--- src/rtl/id_ex_stage_if.sv ---
// Decode-side inputs, MEM-side hazard inputs and execute-side outputs of the ID/EX stage.
// The slave modport is the stage itself; the master modport is whatever drives decode and observes execute.
interface id_ex_stage_if #(
  parameter int DW = 32,
  parameter int RW = 5,
  parameter int CW = 16
);
  logic          regdst_D, alusrc_D, memtoreg_D, regwrite_D, memwrite_D, memread_D, branch_D;
  logic [2:0]    alucontrol_D;
  logic [DW-1:0] rd1_D, rd2_D, signimm_D;
  logic [RW-1:0] rs_D, rt_D, rd_D;
  logic          memtoreg_M;
  logic [RW-1:0] writereg_M;

  logic          regdst_E, alusrc_E, memtoreg_E, regwrite_E, memread_E, memwrite_E;
  logic [2:0]    alucontrol_E;
  logic [DW-1:0] rd1_E, rd2_E, signimm_E;
  logic [RW-1:0] rs_E, rt_E, rd_E, writereg_E;
  logic          stall_F, stall_D, flush_E;
  logic [CW-1:0] stall_cnt;

  modport slave (
    input  regdst_D, alusrc_D, memtoreg_D, regwrite_D, memwrite_D, memread_D, branch_D,
    input  alucontrol_D, rd1_D, rd2_D, signimm_D, rs_D, rt_D, rd_D, memtoreg_M, writereg_M,
    output regdst_E, alusrc_E, memtoreg_E, regwrite_E, memread_E, memwrite_E,
    output alucontrol_E, rd1_E, rd2_E, signimm_E, rs_E, rt_E, rd_E, writereg_E,
    output stall_F, stall_D, flush_E, stall_cnt
  );

  modport master (
    output regdst_D, alusrc_D, memtoreg_D, regwrite_D, memwrite_D, memread_D, branch_D,
    output alucontrol_D, rd1_D, rd2_D, signimm_D, rs_D, rt_D, rd_D, memtoreg_M, writereg_M,
    input  regdst_E, alusrc_E, memtoreg_E, regwrite_E, memread_E, memwrite_E,
    input  alucontrol_E, rd1_E, rd2_E, signimm_E, rs_E, rt_E, rd_E, writereg_E,
    input  stall_F, stall_D, flush_E, stall_cnt
  );
endinterface

--- src/rtl/id_ex_stage.sv ---
// ID/EX pipeline register with load-use and branch-in-decode hazard detection.
// A hazard holds fetch/decode and loads an all-zero bubble into execute; stall cycles are counted.
module id_ex_stage #(
  parameter int DW = 32,
  parameter int RW = 5,
  parameter int CW = 16
) (
  input logic        clk,
  input logic        reset_n,
  id_ex_stage_if.slave bus
);
  localparam logic [DW-1:0] ZERO_DW  = {DW{1'b0}};
  localparam logic [RW-1:0] ZERO_RW  = {RW{1'b0}};
  localparam logic [CW-1:0] CNT_MAX  = {CW{1'b1}};
  localparam logic [CW-1:0] CNT_ONE  = {{(CW-1){1'b0}}, 1'b1};

  logic          regdst_q, alusrc_q, memtoreg_q, regwrite_q, memread_q, memwrite_q;
  logic          regdst_d, alusrc_d, memtoreg_d, regwrite_d, memread_d, memwrite_d;
  logic [2:0]    alucontrol_q, alucontrol_d;
  logic [DW-1:0] rd1_q, rd2_q, signimm_q, rd1_d, rd2_d, signimm_d;
  logic [RW-1:0] rs_q, rt_q, rd_q, rs_d, rt_d, rd_d;
  logic [CW-1:0] stall_cnt_q, stall_cnt_d;

  logic [RW-1:0] writereg_s;
  logic          lwstall_s, e_hit_s, m_hit_s, branchstall_s, stall_s;

  // Register $0 is excluded as a hazard source since writes to it are discarded.
  assign writereg_s    = regdst_q ? rd_q : rt_q;
  assign lwstall_s     = memtoreg_q && (rt_q != ZERO_RW) &&
                         ((rt_q == bus.rs_D) || (rt_q == bus.rt_D));
  assign e_hit_s       = regwrite_q && (writereg_s != ZERO_RW) &&
                         ((writereg_s == bus.rs_D) || (writereg_s == bus.rt_D));
  assign m_hit_s       = bus.memtoreg_M && (bus.writereg_M != ZERO_RW) &&
                         ((bus.writereg_M == bus.rs_D) || (bus.writereg_M == bus.rt_D));
  assign branchstall_s = bus.branch_D && (e_hit_s || m_hit_s);
  assign stall_s       = lwstall_s || branchstall_s;

  // Next execute contents: decode fields normally, an all-zero bubble on a hazard.
  always_comb begin
    regdst_d = 1'b0; alusrc_d = 1'b0; memtoreg_d = 1'b0;
    regwrite_d = 1'b0; memread_d = 1'b0; memwrite_d = 1'b0;
    alucontrol_d = 3'b000;
    rd1_d = ZERO_DW; rd2_d = ZERO_DW; signimm_d = ZERO_DW;
    rs_d = ZERO_RW; rt_d = ZERO_RW; rd_d = ZERO_RW;
    if (!stall_s) begin
      regdst_d = bus.regdst_D; alusrc_d = bus.alusrc_D; memtoreg_d = bus.memtoreg_D;
      regwrite_d = bus.regwrite_D; memread_d = bus.memread_D; memwrite_d = bus.memwrite_D;
      alucontrol_d = bus.alucontrol_D;
      rd1_d = bus.rd1_D; rd2_d = bus.rd2_D; signimm_d = bus.signimm_D;
      rs_d = bus.rs_D; rt_d = bus.rt_D; rd_d = bus.rd_D;
    end else begin
      regdst_d = 1'b0;
    end
  end

  // Saturating stall counter next state.
  always_comb begin
    stall_cnt_d = stall_cnt_q;
    if (stall_s && (stall_cnt_q != CNT_MAX)) begin
      stall_cnt_d = stall_cnt_q + CNT_ONE;
    end else begin
      stall_cnt_d = stall_cnt_q;
    end
  end

  // Pipeline register and counter update; reset wins over any stall.
  always_ff @(posedge clk) begin
    if (!reset_n) begin
      regdst_q <= 1'b0; alusrc_q <= 1'b0; memtoreg_q <= 1'b0;
      regwrite_q <= 1'b0; memread_q <= 1'b0; memwrite_q <= 1'b0;
      alucontrol_q <= 3'b000;
      rd1_q <= ZERO_DW; rd2_q <= ZERO_DW; signimm_q <= ZERO_DW;
      rs_q <= ZERO_RW; rt_q <= ZERO_RW; rd_q <= ZERO_RW;
      stall_cnt_q <= {CW{1'b0}};
    end else begin
      regdst_q <= regdst_d; alusrc_q <= alusrc_d; memtoreg_q <= memtoreg_d;
      regwrite_q <= regwrite_d; memread_q <= memread_d; memwrite_q <= memwrite_d;
      alucontrol_q <= alucontrol_d;
      rd1_q <= rd1_d; rd2_q <= rd2_d; signimm_q <= signimm_d;
      rs_q <= rs_d; rt_q <= rt_d; rd_q <= rd_d;
      stall_cnt_q <= stall_cnt_d;
    end
  end

  assign bus.regdst_E     = regdst_q;
  assign bus.alusrc_E     = alusrc_q;
  assign bus.memtoreg_E   = memtoreg_q;
  assign bus.regwrite_E   = regwrite_q;
  assign bus.memread_E    = memread_q;
  assign bus.memwrite_E   = memwrite_q;
  assign bus.alucontrol_E = alucontrol_q;
  assign bus.rd1_E        = rd1_q;
  assign bus.rd2_E        = rd2_q;
  assign bus.signimm_E    = signimm_q;
  assign bus.rs_E         = rs_q;
  assign bus.rt_E         = rt_q;
  assign bus.rd_E         = rd_q;
  assign bus.writereg_E   = writereg_s;
  assign bus.stall_F      = stall_s;
  assign bus.stall_D      = stall_s;
  assign bus.flush_E      = stall_s;
  assign bus.stall_cnt    = stall_cnt_q;
endmodule

--- src/flat_wrapper.sv ---
// flat-port wrapper written by rule: the top's interface ports become plain ports
module id_ex_stage_flat 
#(
  parameter int DW = 32,
  parameter int RW = 5,
  parameter int CW = 16
)
  (clk, reset_n, bus_regdst_D, bus_alusrc_D, bus_memtoreg_D, bus_regwrite_D, bus_memwrite_D, bus_memread_D, bus_branch_D, bus_alucontrol_D, bus_rd1_D, bus_rd2_D, bus_signimm_D, bus_rs_D, bus_rt_D, bus_rd_D, bus_memtoreg_M, bus_writereg_M, bus_regdst_E, bus_alusrc_E, bus_memtoreg_E, bus_regwrite_E, bus_memread_E, bus_memwrite_E, bus_alucontrol_E, bus_rd1_E, bus_rd2_E, bus_signimm_E, bus_rs_E, bus_rt_E, bus_rd_E, bus_writereg_E, bus_stall_F, bus_stall_D, bus_flush_E, bus_stall_cnt);
  id_ex_stage_if #(.DW(DW), .RW(RW), .CW(CW)) bus_i ();
  input logic clk;
  input logic reset_n;
  input wire logic [$bits(bus_i.regdst_D)-1:0] bus_regdst_D;
  input wire logic [$bits(bus_i.alusrc_D)-1:0] bus_alusrc_D;
  input wire logic [$bits(bus_i.memtoreg_D)-1:0] bus_memtoreg_D;
  input wire logic [$bits(bus_i.regwrite_D)-1:0] bus_regwrite_D;
  input wire logic [$bits(bus_i.memwrite_D)-1:0] bus_memwrite_D;
  input wire logic [$bits(bus_i.memread_D)-1:0] bus_memread_D;
  input wire logic [$bits(bus_i.branch_D)-1:0] bus_branch_D;
  input wire logic [$bits(bus_i.alucontrol_D)-1:0] bus_alucontrol_D;
  input wire logic [$bits(bus_i.rd1_D)-1:0] bus_rd1_D;
  input wire logic [$bits(bus_i.rd2_D)-1:0] bus_rd2_D;
  input wire logic [$bits(bus_i.signimm_D)-1:0] bus_signimm_D;
  input wire logic [$bits(bus_i.rs_D)-1:0] bus_rs_D;
  input wire logic [$bits(bus_i.rt_D)-1:0] bus_rt_D;
  input wire logic [$bits(bus_i.rd_D)-1:0] bus_rd_D;
  input wire logic [$bits(bus_i.memtoreg_M)-1:0] bus_memtoreg_M;
  input wire logic [$bits(bus_i.writereg_M)-1:0] bus_writereg_M;
  output wire logic [$bits(bus_i.regdst_E)-1:0] bus_regdst_E;
  output wire logic [$bits(bus_i.alusrc_E)-1:0] bus_alusrc_E;
  output wire logic [$bits(bus_i.memtoreg_E)-1:0] bus_memtoreg_E;
  output wire logic [$bits(bus_i.regwrite_E)-1:0] bus_regwrite_E;
  output wire logic [$bits(bus_i.memread_E)-1:0] bus_memread_E;
  output wire logic [$bits(bus_i.memwrite_E)-1:0] bus_memwrite_E;
  output wire logic [$bits(bus_i.alucontrol_E)-1:0] bus_alucontrol_E;
  output wire logic [$bits(bus_i.rd1_E)-1:0] bus_rd1_E;
  output wire logic [$bits(bus_i.rd2_E)-1:0] bus_rd2_E;
  output wire logic [$bits(bus_i.signimm_E)-1:0] bus_signimm_E;
  output wire logic [$bits(bus_i.rs_E)-1:0] bus_rs_E;
  output wire logic [$bits(bus_i.rt_E)-1:0] bus_rt_E;
  output wire logic [$bits(bus_i.rd_E)-1:0] bus_rd_E;
  output wire logic [$bits(bus_i.writereg_E)-1:0] bus_writereg_E;
  output wire logic [$bits(bus_i.stall_F)-1:0] bus_stall_F;
  output wire logic [$bits(bus_i.stall_D)-1:0] bus_stall_D;
  output wire logic [$bits(bus_i.flush_E)-1:0] bus_flush_E;
  output wire logic [$bits(bus_i.stall_cnt)-1:0] bus_stall_cnt;
  assign bus_i.regdst_D = bus_regdst_D;
  assign bus_i.alusrc_D = bus_alusrc_D;
  assign bus_i.memtoreg_D = bus_memtoreg_D;
  assign bus_i.regwrite_D = bus_regwrite_D;
  assign bus_i.memwrite_D = bus_memwrite_D;
  assign bus_i.memread_D = bus_memread_D;
  assign bus_i.branch_D = bus_branch_D;
  assign bus_i.alucontrol_D = bus_alucontrol_D;
  assign bus_i.rd1_D = bus_rd1_D;
  assign bus_i.rd2_D = bus_rd2_D;
  assign bus_i.signimm_D = bus_signimm_D;
  assign bus_i.rs_D = bus_rs_D;
  assign bus_i.rt_D = bus_rt_D;
  assign bus_i.rd_D = bus_rd_D;
  assign bus_i.memtoreg_M = bus_memtoreg_M;
  assign bus_i.writereg_M = bus_writereg_M;
  assign bus_regdst_E = bus_i.regdst_E;
  assign bus_alusrc_E = bus_i.alusrc_E;
  assign bus_memtoreg_E = bus_i.memtoreg_E;
  assign bus_regwrite_E = bus_i.regwrite_E;
  assign bus_memread_E = bus_i.memread_E;
  assign bus_memwrite_E = bus_i.memwrite_E;
  assign bus_alucontrol_E = bus_i.alucontrol_E;
  assign bus_rd1_E = bus_i.rd1_E;
  assign bus_rd2_E = bus_i.rd2_E;
  assign bus_signimm_E = bus_i.signimm_E;
  assign bus_rs_E = bus_i.rs_E;
  assign bus_rt_E = bus_i.rt_E;
  assign bus_rd_E = bus_i.rd_E;
  assign bus_writereg_E = bus_i.writereg_E;
  assign bus_stall_F = bus_i.stall_F;
  assign bus_stall_D = bus_i.stall_D;
  assign bus_flush_E = bus_i.flush_E;
  assign bus_stall_cnt = bus_i.stall_cnt;
  id_ex_stage #(.DW(DW), .RW(RW), .CW(CW)) u_core (.clk(clk), .reset_n(reset_n), .bus(bus_i));
endmodule
--- config.mk ---
export PLATFORM = sky130hd
export DESIGN_NAME = id_ex_stage_flat
export DESIGN_NICKNAME = d
export VERILOG_FILES = /design/src/rtl/id_ex_stage_if.sv /design/src/rtl/id_ex_stage.sv /design/src/flat_wrapper.sv
export SDC_FILE = /design/constraint.sdc
export NUM_CORES = 1
export LEC_CHECK = 0
export CAP_MARGIN = 20
export CELL_PAD_IN_SITES_DETAIL_PLACEMENT = 1
export CELL_PAD_IN_SITES_GLOBAL_PLACEMENT = 1
export CORE_MARGIN = 2
export CORE_UTILIZATION = 31
export CTS_CLUSTER_SIZE = 28
export DETAILED_ROUTE_END_ITERATION = 8
export PLACE_DENSITY_LB_ADDON = 0.1
export SYNTH_ARGS = -nofsm -noshare
export SYNTH_HDL_FRONTEND = slang
export SYNTH_SLANG_ARGS = --single-unit
--- constraint.sdc ---
create_clock -name clk -period 5.53 [get_ports clk]
set_clock_uncertainty 0.1 [all_clocks]
set_input_delay 1.106 -clock clk [delete_from_list [all_inputs] [get_ports clk]]
set_output_delay 1.106 -clock clk [all_outputs]
set_load 0.05 [all_outputs]
* Word-level counts from Yosys, hierarchy flattened
Index checks and enable logic that the tools add are counted.
Operators by class: div/mod/pow operators 0, mux-type cells 1, $lt $le $gt $ge 0, bitwise operators 1, shifts and indexed selects 0, add/subtract/negate cells 1, multipliers 0, reduce and logical (&&, ||, !) cells 17, eq/ne operators 7
Operator list (count):
- $eq A5 B5 Y1 | 6
- $add A16 B1 Y16 const B | 1
- $ne A16 B16 Y1 const B | 1
- $reduce_bool A5 Y1 | 3
- $logic_and A1 B1 Y1 | 8
- $logic_or A1 B1 Y1 | 5
- $mux W5 | 1
- $reduce_or A2 Y1 | 1
- $not A1 Y1 | 1
Word-level totals: register bits 136, memories kept 0, input port bits 129, latch bits 0, output and inout bits 144, memory bits (writable) 0, bits in read-only memories 0, word-level logic and storage cells 41

* Longest topological paths before layout
depth after elaboration 8, depth in mapped cells 10, depth with buffers taken out 7

* Worst setup path before layout
No wires, ideal clock.
path type register to output, from register u_core.regdst_q, in the netlist u_core.bus.regdst_E, to output port bus_stall_D, data required time 4324 ps, arrival time 3498 ps, path slack 826 ps, path buffers 2, stages on the path, launching flop included 9, cell sequence dfxtp_1 buf_6 mux2i_2 xnor2_1 nor3_2 nand3_1 and2_0 o21ai_0 buf_4
On the way: longest elaborated chain between the ends 7, elaborated cells between the ends (all ways) 10, classes of those cells eq/ne (2); mux (1); reduce/logical (7)
Ends and longest elaborated chain:
- start: declaration | RTL line id_ex_stage.sv:17 | logic regdst_q, alusrc_q, memtoreg_q, regwrite_q, memread_q, memwrite_q;
- start signal: assignment | RTL line id_ex_stage.sv:76 | regdst_q <= regdst_d; alusrc_q <= alusrc_d; memtoreg_q <= memtoreg_d;
- $mux W5 (*) | RTL line id_ex_stage.sv:28 | assign writereg_s = regdst_q ? rd_q : rt_q;
- $eq A5 B5 Y1 or $reduce_bool A5 Y1 (tied branches) | RTL line id_ex_stage.sv:32, id_ex_stage.sv:31
- $logic_or A1 B1 Y1 or $logic_and A1 B1 Y1 (tied branches) | RTL line id_ex_stage.sv:32, id_ex_stage.sv:31
- $logic_and A1 B1 Y1 (*) | RTL line id_ex_stage.sv:31 | assign e_hit_s = regwrite_q && (writereg_s != ZERO_RW) &&
- $logic_or A1 B1 Y1 (*) | RTL line id_ex_stage.sv:35 | assign branchstall_s = bus.branch_D && (e_hit_s || m_hit_s);
- $logic_and A1 B1 Y1 (*) | RTL line id_ex_stage.sv:35
- $logic_or A1 B1 Y1 (*) | RTL line id_ex_stage.sv:36 | assign stall_s = lwstall_s || branchstall_s;
- end: declaration | RTL line flat_wrapper.sv:43 | output wire logic [$bits(bus_i.stall_D)-1:0] bus_stall_D;
Mark *: on every way between the ends. The rest lies on a longest branch, timed or not.

* Worst setup path after layout
from input port bus_rs_D[2], to output port bus_stall_D
On the way: longest elaborated chain between the ends 6, elaborated cells between the ends (all ways) 12, classes of those cells eq/ne (3); reduce/logical (9)
Ends and longest elaborated chain:
- start: declaration | RTL line flat_wrapper.sv:23 | input wire logic [$bits(bus_i.rs_D)-1:0] bus_rs_D;
- $eq A5 B5 Y1 (on tied branches) | RTL line id_ex_stage.sv:32, id_ex_stage.sv:34
- $logic_or A1 B1 Y1 (on tied branches) | RTL line id_ex_stage.sv:32, id_ex_stage.sv:34
- $logic_and A1 B1 Y1 (on tied branches) | RTL line id_ex_stage.sv:31, id_ex_stage.sv:33
- $logic_or A1 B1 Y1 | RTL line id_ex_stage.sv:35
- $logic_and A1 B1 Y1 | RTL line id_ex_stage.sv:35
- $logic_or A1 B1 Y1 (*) | RTL line id_ex_stage.sv:36
Marks and branches as above.

==> impl_metrics.tcl <==
set metrics [dict create \
    drc 0 \
    core_area_um2 16470 \
    r2r-end "u_core.bus.signimm_E[12]" \
    synth-seq-cells 136 \
    seq_area_frac_synth_pct 52.60 \
    final_cell_mix "272 x clkdlybuf4s50_1, 136 x dfxtp_1, 95 x and2_4" \
    drt_iter0_drc 129 \
    fin_crit_ps 4886 \
    seq_power_share_pct 37.2 \
    die_width_um 133.2 \
    setup_ws_ps 643.6 \
    cpPeakStageDelay_ps 800 \
    p_sw_share_pct 27.18 \
    r2r_slack_ps 2730 \
    final_util_pct 52.08 \
    worstPathMaxFanout 6 \
    rr_startpoint "u_core.bus.regdst_E" \
    dieArea_um2 17750 \
    cp-startpoint "bus_rs_D[2]" \
    cts_tree "yes" \
    layout.nets 851 \
    dp_worst_setup_slack_ps 643.3 \
    diodes 0 \
    wl_per_cell_um 17.34 \
    syn_inst 448 \
    syn-cell-area_um2 5176 \
    peakVddDrop_mv 0.2054 \
    hold_viol 0 \
    crit_path_frequent_cell "clkdlybuf4s50_1" \
    p_int_w 0.002072 \
    clkTransAtPathRegs_ps 50 \
    grtUsageMet1_pct 20.82 \
    critPathKind "input port to output port" \
    grt_use_met2_pct 32.90 \
    synthToLayoutAreaGrowth_pct 65.68 \
    fp.dieH_um 133.2 \
    layout-drive-gt1-share_pct 18.99 \
    crit_chain "clkdlybuf4s50_1 > xnor2_1 > nor3_2 > nand3_1 > and2_0 > o21ai_0 > buf_4 > clkdlybuf4s50_1" \
    instances_no_fill 952 \
    post-cts-setup-buffer-count 0 \
    start_kind "input port" \
    cp.required_ps 4320 \
    grt_overflow 0 \
    grt_util_all_layers_pct 18.68 \
    syn-num-nets 578 \
    maxCapViolCount 0 \
    setup_tns_ps 0 \
    rsz0062_at_grt "no" \
    critPathBufInv 3 \
    drt-pass1-iter-count 4 \
    outcome "finished, final reports clean" \
    timing.critical_path.max_delay_family "buffers and inverters" \
    drtAntennaViolNets 0 \
    yosys.area.top_type "dfxtp_1" \
    ctsHoldBuffers 0 \
    comb_power_share_pct 20.5 \
    clockRootBuffer "clkbuf_16" \
    fillers 1784 \
    drv_slew 0 \
    p_sw_w 0.0007731 \
    rows 47 \
    cts_sinks 136 \
    cts_buffers 17 \
    io_buffer_count 272 \
    clk_latency_ps 420 \
    routed_wl_um 16500 \
    yosysTopAreaCellShare_pct 52.60 \
    final_common_cell "clkdlybuf4s50_1" \
    start_util_pct 31.44 \
    vias 4146 \
    h-tree-depth 4 \
    synth_area_per_cell_um2 11.55 \
    crit_path_end_kind "output port" \
    setup-violations-final 0 \
    grt_pass1_vias 4298 \
    dp_cells 922 \
    ios 273 \
    leakage_nw 3.446 \
    cts_max_path_buffers 2 \
    grt_pass1_wl_um 25110 \
    synth_cell_types 43 \
    dp_hpwl_um 12700 \
    antenna_found_initial 2 \
    yosysWarningCount 0 \
    grt_max_degree 100 \
    crit_cells 8 \
    regArea_um2 2723 \
    worstPathArrival_ps 3680 \
    via_per_inst 4.355 \
    gp_congestion 0.8132 \
    crit_path_end "bus_stall_D" \
    powerDensity_nw_per_um2 331.7 \
    use_met3_pct 7.268 \
    min_path_type "register to register" \
    fmax_ghz 0.2046 \
    tightest_slew_ps 603.7 \
    post_cts_resized 0 \
    busiest_layer "met2" \
    relSlewSlack_pct 59.63 \
    slowest_stage "clkdlybuf4s50_1" \
    r2r_cells 7 \
    multi_input_area_um2 2158 \
    synthTopCellsByArea "dfxtp_1 53%, and2_4 16%, xnor2_1 4.4%" \
    p_clk_share_pct 42.3 \
    fin_crit_sh_pct 88.36 \
]
synth_stat cells:
cell / count
nor3_2: 2
ha_1: 1
xor2_1: 4
nand2b_1: 13
and2_1: 27
buf_12: 8
and2_4: 95
clkbuf_1: 8
nor3_4: 1
a21oi_1: 2
o211ai_1: 7
a21o_1: 1
or3_1: 1
inv_1: 6
nor2_1: 3
nand3_1: 16
dfxtp_1: 136
nand2_1: 23
and2_0: 1
mux2i_1: 15
buf_4: 2
nor4_1: 1
a311oi_1: 2
o311ai_0: 1
nand3_2: 1
mux2i_2: 3
o311a_1: 1
a21oi_4: 1
and3_1: 11
nor3_1: 3
mux2i_4: 1
nor2b_1: 1
buf_6: 2
o21ai_0: 4
a32o_1: 1
xnor2_1: 26
buf_8: 3
o2111a_1: 1
a32oi_1: 1
and4_1: 1
o211a_1: 1
nand4_1: 4
o22ai_1: 6
how the worst min path moves through the flow:
stage | end | from | cells after the start | slack [ps]
finish | u_core.bus.stall_cnt[13] | u_core.bus.stall_cnt[13] | 2 | 390
global route | u_core.bus.stall_cnt[13] | u_core.bus.stall_cnt[13] | 2 | 420
CTS | u_core.bus.stall_cnt[13] | u_core.bus.stall_cnt[13] | 2 | 390
detailed placement | u_core.bus.stall_cnt[13] | u_core.bus.stall_cnt[13] | 2 | 380
global placement | u_core.bus.stall_cnt[13] | u_core.bus.stall_cnt[13] | 2 | 360
floorplan | u_core.bus.stall_cnt[13] | u_core.bus.stall_cnt[13] | 2 | 590
per-layer routing:
layer / up-vias / part of all wire (%) / routed length, µm
li1: 2003 / - / -
met1: 1949 / 41 / 6768
met2: 165 / 49 / 8140
met3: 25 / 8.1 / 1330
met4: 4 / 1.4 / 237
met5: - / 0.16 / 27
tightest hold or removal path: stages (launching register included):
cell and delay [ps]:
dfxtp_1 330, nand2_1 60, mux2i_1 50
cell families after synthesis:
group           after synthesis  synth area share, %
compound gates               29                4.255
xor+xnor                     30                5.076
fa+ha+maj                     1               0.2417
buf+inv                      29                5.704
flops                       136                52.60
mux                          19                4.133
simple gates                204                27.99
registers in the layout, indices dropped and copies added, names as in the netlist:
name and count:
u_core.bus.alucontrol_E 3, u_core.bus.rd2_E 32, u_core.bus.memread_E 1, u_core.bus.alusrc_E 1, u_core.bus.rs_E 5, u_core.bus.rd_E 5
u_core.bus.regwrite_E 1, u_core.bus.rd1_E 32, u_core.bus.rt_E 5, u_core.bus.signimm_E 32, u_core.bus.stall_cnt 16, u_core.bus.memtoreg_E 1
u_core.bus.memwrite_E 1, u_core.bus.regdst_E 1
power groups by stage:
stage | Clock [W] | Sequential (W) | Combinational [W]
2_1_floorplan | 0 | 0.00127 | 0.000168
3_5_place_dp | 0 | 0.00108 | 0.000587
3_3_place_gp | 0 | 0.00108 | 0.000581
4_1_cts | 0.00123 | 0.00106 | 0.000590
6_report | 0.00120 | 0.00106 | 0.000584
5_1_grt | 0.00127 | 0.00106 | 0.000610
stage by stage:
stage	total power [W]	cell area, µm²	hold slack [ps]
finish	0.002845	8576	385.8
global route	0.002949	8576	416.1
CTS	0.002878	8576	393.8
detailed placement	0.001668	7951	383.0
global placement	0.001660	7951	364.2
floorplan	0.001442	5176	586.6
layout make-up:
class	count	area share (%)
timing repair buffer	277	32.33
sequential	136	31.75
multi-input combinational	283	25.17
clock buffer	19	5.282
tap	220	3.210
clock inverter	11	1.999
inverter	6	0.2626
Power figures use the tool's default switching activity.
==> patch 1 (same flow settings) <==
`RW` is set to 5 in 3 places; all go to 4.
--- a/src/rtl/id_ex_stage_if.sv
+++ b/src/rtl/id_ex_stage_if.sv
@@ -2,7 +2,7 @@
 // The slave modport is the stage itself; the master modport is whatever drives decode and observes execute.
 interface id_ex_stage_if #(
   parameter int DW = 32,
-  parameter int RW = 5,
+  parameter int RW = 4,
   parameter int CW = 16
 );
   logic          regdst_D, alusrc_D, memtoreg_D, regwrite_D, memwrite_D, memread_D, branch_D;
--- a/src/rtl/id_ex_stage.sv
+++ b/src/rtl/id_ex_stage.sv
@@ -2,7 +2,7 @@
 // A hazard holds fetch/decode and loads an all-zero bubble into execute; stall cycles are counted.
 module id_ex_stage #(
   parameter int DW = 32,
-  parameter int RW = 5,
+  parameter int RW = 4,
   parameter int CW = 16
 ) (
   input logic        clk,
--- a/src/flat_wrapper.sv
+++ b/src/flat_wrapper.sv
@@ -2,7 +2,7 @@
 module id_ex_stage_flat 
 #(
   parameter int DW = 32,
-  parameter int RW = 5,
+  parameter int RW = 4,
   parameter int CW = 16
 )
   (clk, reset_n, bus_regdst_D, bus_alusrc_D, bus_memtoreg_D, bus_regwrite_D, bus_memwrite_D, bus_memread_D, bus_branch_D, bus_alucontrol_D, bus_rd1_D, bus_rd2_D, bus_signimm_D, bus_rs_D, bus_rt_D, bus_rd_D, bus_memtoreg_M, bus_writereg_M, bus_regdst_E, bus_alusrc_E, bus_memtoreg_E, bus_regwrite_E, bus_memread_E, bus_memwrite_E, bus_alucontrol_E, bus_rd1_E, bus_rd2_E, bus_signimm_E, bus_rs_E, bus_rt_E, bus_rd_E, bus_writereg_E, bus_stall_F, bus_stall_D, bus_flush_E, bus_stall_cnt);
Interface: changed (8 resized); port bits go from 273 to 265. No check against the original RTL was run, so the function may have changed too.
==> patch 1 against the original RTL <==
Routed wire length shrank 10%; sequential cell count shrank 3; worst hold slack lost 1.5 ps; synthesized area shrank 11%; critical endpoint unchanged; design area shrank 6.9%; largest power group unchanged; critical path depth shrank 2; sequential share of layout area grew 1.6 points; total power shrank 3.4%; worst setup slack gained 220 ps.
==> patch 1: results (changes against the original RTL) <==
outcome finished, final reports clean (unchanged); top sig layer met4 (was met5); Placer Congestion 0.815 (was 0.813); commonest cells in the netlist dfxtp_1, and2_1, and2_4 (was dfxtp_1, and2_4, and2_1); Layout Nets 799 (was 851); CP peak stage delay 830 ps (was 800 ps); CP startpoint bus_rs_D[3] (was bus_rs_D[2]); filler instances 1505 (was 1784); Post-Layout Cell Count 870 (was 952); hpwl dp 11100 µm (was 12700 µm); Max VDD drop 0.217 mV (was 0.205 mV); met3 Use GR 0.104 (was 0.0727); hold_sp u_core.bus.stall_cnt[10]$_SDFFE_PN0P_ (was u_core.bus.stall_cnt[13]$_SDFFE_PN0P_); initial antenna violation count 0 (was 2); reg-to-reg slack, setup 2290 ps (was 2730 ps); hold-critical path endpoint u_core.bus.stall_cnt[10]$_SDFFE_PN0P_ (was u_core.bus.stall_cnt[13]$_SDFFE_PN0P_); first-pass GRT wire length 22700 µm (was 25100 µm); dpl cell area 7380 µm² (was 7950 µm²); Distinct cells, synth 35 (was 43); top cells by area, synth dfxtp_1, and2_1, and2_4, xnor2_1, mux2i_1 (was dfxtp_1, and2_4, xnor2_1, and2_1, buf_12); Worst Max-Slew Pin Slew 1040 ps (was 604 ps); GR Util met1 0.182 (was 0.208); leakage power 3.05 nW (was 3.45 nW); Syn Nets 535 (was 578); initial DRC count 94 (was 129); Routed met1 length 5150 µm (was 6770 µm); worst-path fanout max 4 (was 6); Total Wirelength 14800 µm (was 16500 µm); share of layout cells above drive strength 1 0.106 (was 0.190); GRT Total Usage 0.189 (was 0.187); Synth Instances 409 (was 448); IO buf count 264 (was 272); met2 usage 0.339 (was 0.329); worst endpoint data arrival time 3460 ps (was 3680 ps); vias in the first global route 4130 (was 4298); register area share after synthesis 0.577 (was 0.526)
## patch 1: cell count changes in the layout (fill, tap and decap cells not counted), sizes merged, moves of 5 or more
cell / delta
a211oi: +10
and2: -5
and3: -8
clkdlybuf4s50: -8
nand3: -9
nor3: -6
o211ai: -7
o22ai: -6
xnor2: -6
## patch 1: power breakdown
group | internal (mW) | switching, mW | total (mW)
clock | 0.714 | 0.429 | 1.14
combinational | 0.237 | 0.328 | 0.565
sequential | 1.02 | 0.0233 | 1.04
## patch 1: cells by family after synthesis
kind of cell	share of synthesized area
buffers and inverters	0.0361
and+or+nand+nor	0.248
muxes	0.0474
DFF	0.577
adders and majority gates	0.00271
xor gates and xnor gates	0.0456
AOI/OAI and AO/OA	0.0434
## patch 1: worst register-to-register path, stage by stage, from the launching register on
cell      delay [ps]
dfxtp_1          590
mux2i_1          530
xnor2_1          240
nor4_4            70
o21bai_2         160
buf_4            240
and3_4           840
and2_1           380
## patch 1: final cells by class
| type | instances | area share |
|---|---|---|
| well taps | 184 | 0.0288 |
| clock buffers | 22 | 0.0607 |
| repair buffers | 267 | 0.334 |
| clock inverters | 10 | 0.0150 |
| inverters | 8 | 0.00376 |
| multi-input cells | 246 | 0.224 |
| flip-flops and latches | 133 | 0.334 |
## patch 1: worst max-delay path by stage
stage,end,slack [ps],cells past startpoint
2_1_floorplan,bus_stall_D,1300,5
3_3_place_gp,bus_flush_E,860,6
3_5_place_dp,bus_stall_D,850,6
4_1_cts,bus_stall_D,840,6
5_1_grt,bus_stall_F,710,6
6_report,bus_stall_D,860,6
## patch 1: stage by stage
stage               setup slack [ps]  hold slack [ps]   util
floorplan                       1300              584      -
global placement                 859              367  0.508
detailed placement               848              377  0.508
CTS                              837              388  0.549
global route                     713              411  0.549
finish                           864              384  0.549
==> patch 2 (same settings) <==
Made on the original files. Make the reset (`reset_n`) asynchronous in one clocked block.
--- a/src/rtl/id_ex_stage.sv
+++ b/src/rtl/id_ex_stage.sv
@@ -64,7 +64,7 @@
   end
 
   // Pipeline register and counter update; reset wins over any stall.
-  always_ff @(posedge clk) begin
+  always_ff @(posedge clk or negedge reset_n) begin
     if (!reset_n) begin
       regdst_q <= 1'b0; alusrc_q <= 1'b0; memtoreg_q <= 1'b0;
       regwrite_q <= 1'b0; memread_q <= 1'b0; memwrite_q <= 1'b0;
Behaviour: differs if reset_n is asserted again (counterexample within 4 cycles, from zero or initial values and one cycle with reset_n low); with reset_n held inactive, the same outputs for 10 cycles.
==> patch 2 against the original RTL <==
Via count decreased by 5.8%; non-clock buffer count is 2 lower; die area rose by 0.42%; worst setup slack improved by 540 ps; synthesized cell count fell by 12%; design area rose by 1.4%; routed wire length decreased by 2.8%; synthesized area grew 0.44%; critical path depth up 2; sequential cell count unchanged; total power increased by 12%; sequential power grew 8%; register-to-register slack worse by 220 ps; critical path type unchanged; critical endpoint is now bus_stall_F; largest cell class is now sequential cells; highest routed layer is now met4.
==> patch 2: results (changes against the original RTL) <==
outcome finished, final reports clean (unchanged); asr flop ratio synth 1.00 (was 0); TritonRoute pass-1 iters 4 (unchanged); clk_lat worst skew approximately 430 ps; hpwl dp 11500 µm (was 12700 µm); share of layout cells above drive strength 1 0.0676 (was 0.190); CP peak stage delay 590 ps (was 800 ps); hold-critical path endpoint u_core.bus.stall_cnt[2]$_DFFE_PN0P_ (was u_core.bus.stall_cnt[13]$_SDFFE_PN0P_); Hold Slack 409 ps (was 386 ps); Syn Nets 523 (was 578); HP Class register to register (unchanged); leakage power 3.59 nW (was 3.45 nW); Synth Warn # 0 (unchanged); CTS root buf clkbuf_16 (unchanged); EDFF count, synth 0 (unchanged); Distinct cells, synth 32 (was 43); commonest cells in the netlist dfrtp_1, and2_1, xnor2_1 (was dfxtp_1, and2_4, and2_1); filler instances 1693 (was 1784); Worst Max-Slew Pin Slew 935 ps (was 604 ps); clk slew on worst S/H paths about 60 ps; Placer Congestion 0.834 (was 0.813); dpl cell area 8090 µm² (was 7950 µm²); slowest CP cell clkdlybuf4s50_1 (unchanged); clock buffer depth 2 (unchanged); IO buf count 272 (unchanged); Inserted Diodes 0 (unchanged); Total Wirelength 16000 µm (was 16500 µm); total CTS buffers 17 (unchanged); post-CTS setup buffer count 0 (unchanged); CTS resizes 0 (unchanged); GRT Total Usage 0.187 (about the same); hold_sp u_core.bus.stall_cnt[2]$_DFFE_PN0P_ (was u_core.bus.stall_cnt[13]$_SDFFE_PN0P_); CP top delay family buffers and inverters (unchanged); Max VDD drop 0.286 mV (was 0.205 mV); hold path depth 1 (was 2); H-tree depth 4 (unchanged); reg-to-reg slack, setup 2510 ps (was 2730 ps); worst endpoint data arrival time 3140 ps (was 3680 ps); initial antenna violation count 0 (was 2); initial DRC count 190 (was 129); largest net degree at the start of global routing 121 (was 100); worst-path fanout max 16 (was 6); vias in the first global route 4358 (was 4298); final setup fails 0 (unchanged); RR Startpoint u_core.bus.regdst_E$_DFF_PN0_ (was u_core.bus.regdst_E$_SDFF_PP0_); register area share after synthesis 0.655 (was 0.526); r2r endpoint u_core.bus.signimm_E[23]$_DFF_PN0_ (was u_core.bus.signimm_E[12]$_SDFF_PP0_); top cells by area, synth dfrtp_1, and2_1, xnor2_1, xor2_1, buf_6 (was dfxtp_1, and2_4, xnor2_1, and2_1, buf_12); Final Util 0.528 (was 0.521); Layout Nets 798 (was 851); R2R depth 7 (unchanged); first-pass GRT wire length 24800 µm (was 25100 µm); vias after detailed routing 3907 (was 4146)
-- patch 2: cell count changes after synthesis, sizes merged, moves of 3 or more --
cell     delta
and3        -5
nor2        +3
dfrtp     +136
clkbuf      -3
mux2i      -14
nand3      -10
dfxtp     -136
nand2      -19
o2111ai     +5
o22ai       -5
nand2b     -12
xor2       +11
mux2        +4
-- patch 2: how the worst max path moves through the flow --
stage | cells past startpoint | slack, ps | end | startpoint
2_1_floorplan | 7 | 1430 | bus_stall_D | bus_writereg_M[0]
3_3_place_gp | 10 | 1280 | bus_flush_E | bus_rs_D[0]
3_5_place_dp | 10 | 1230 | bus_stall_F | bus_rs_D[4]
4_1_cts | 10 | 1190 | bus_stall_F | bus_rs_D[4]
5_1_grt | 10 | 1040 | bus_flush_E | bus_rs_D[2]
6_report | 10 | 1190 | bus_stall_F | bus_rs_D[4]
-- patch 2: final cells by class --
| cell class | count | share of cell area |
|---|---|---|
| repair buffers | 275 | 0.319 |
| flip-flops and latches | 136 | 0.391 |
| well taps | 220 | 0.0316 |
| clock buffers | 22 | 0.0568 |
| clock inverters | 9 | 0.0131 |
| inverters | 6 | 0.00259 |
| multi-input cells | 232 | 0.185 |
-- patch 2: power by group --
group / switching, mW / internal (mW)
combinational: 0.540 / 0.329
sequential: 0.0480 / 1.09
clock: 0.444 / 0.723
total: 1.03 / 2.14
-- patch 2: kinds of logic (layout without fill, tap and decap cells) --
kind of cell,after synthesis,in the layout,share of synthesized area
buffers and inverters,25,312,0.0361
xor gates and xnor gates,42,42,0.0708
muxes,9,9,0.0205
DFF,136,136,0.655
AOI/OAI and AO/OA,24,24,0.0339
adders and majority gates,1,1,0.00241
and+or+nand+nor,156,156,0.182
-- patch 2: layer usage --
metal,track usage,share of wire,up-vias
met5,0,0,-
met4,0.0863,0.027,0
met3,0.0898,0.097,28
met2,0.322,0.51,151
met1,0.193,0.36,1920
li1,-,-,1808
-- patch 2: through the flow --
step	instances	worst slack, ps
6_report	900	1190
5_1_grt	900	1040
4_1_cts	900	1190
3_5_place_dp	869	1230
3_3_place_gp	869	1280
2_1_floorplan	393	1430
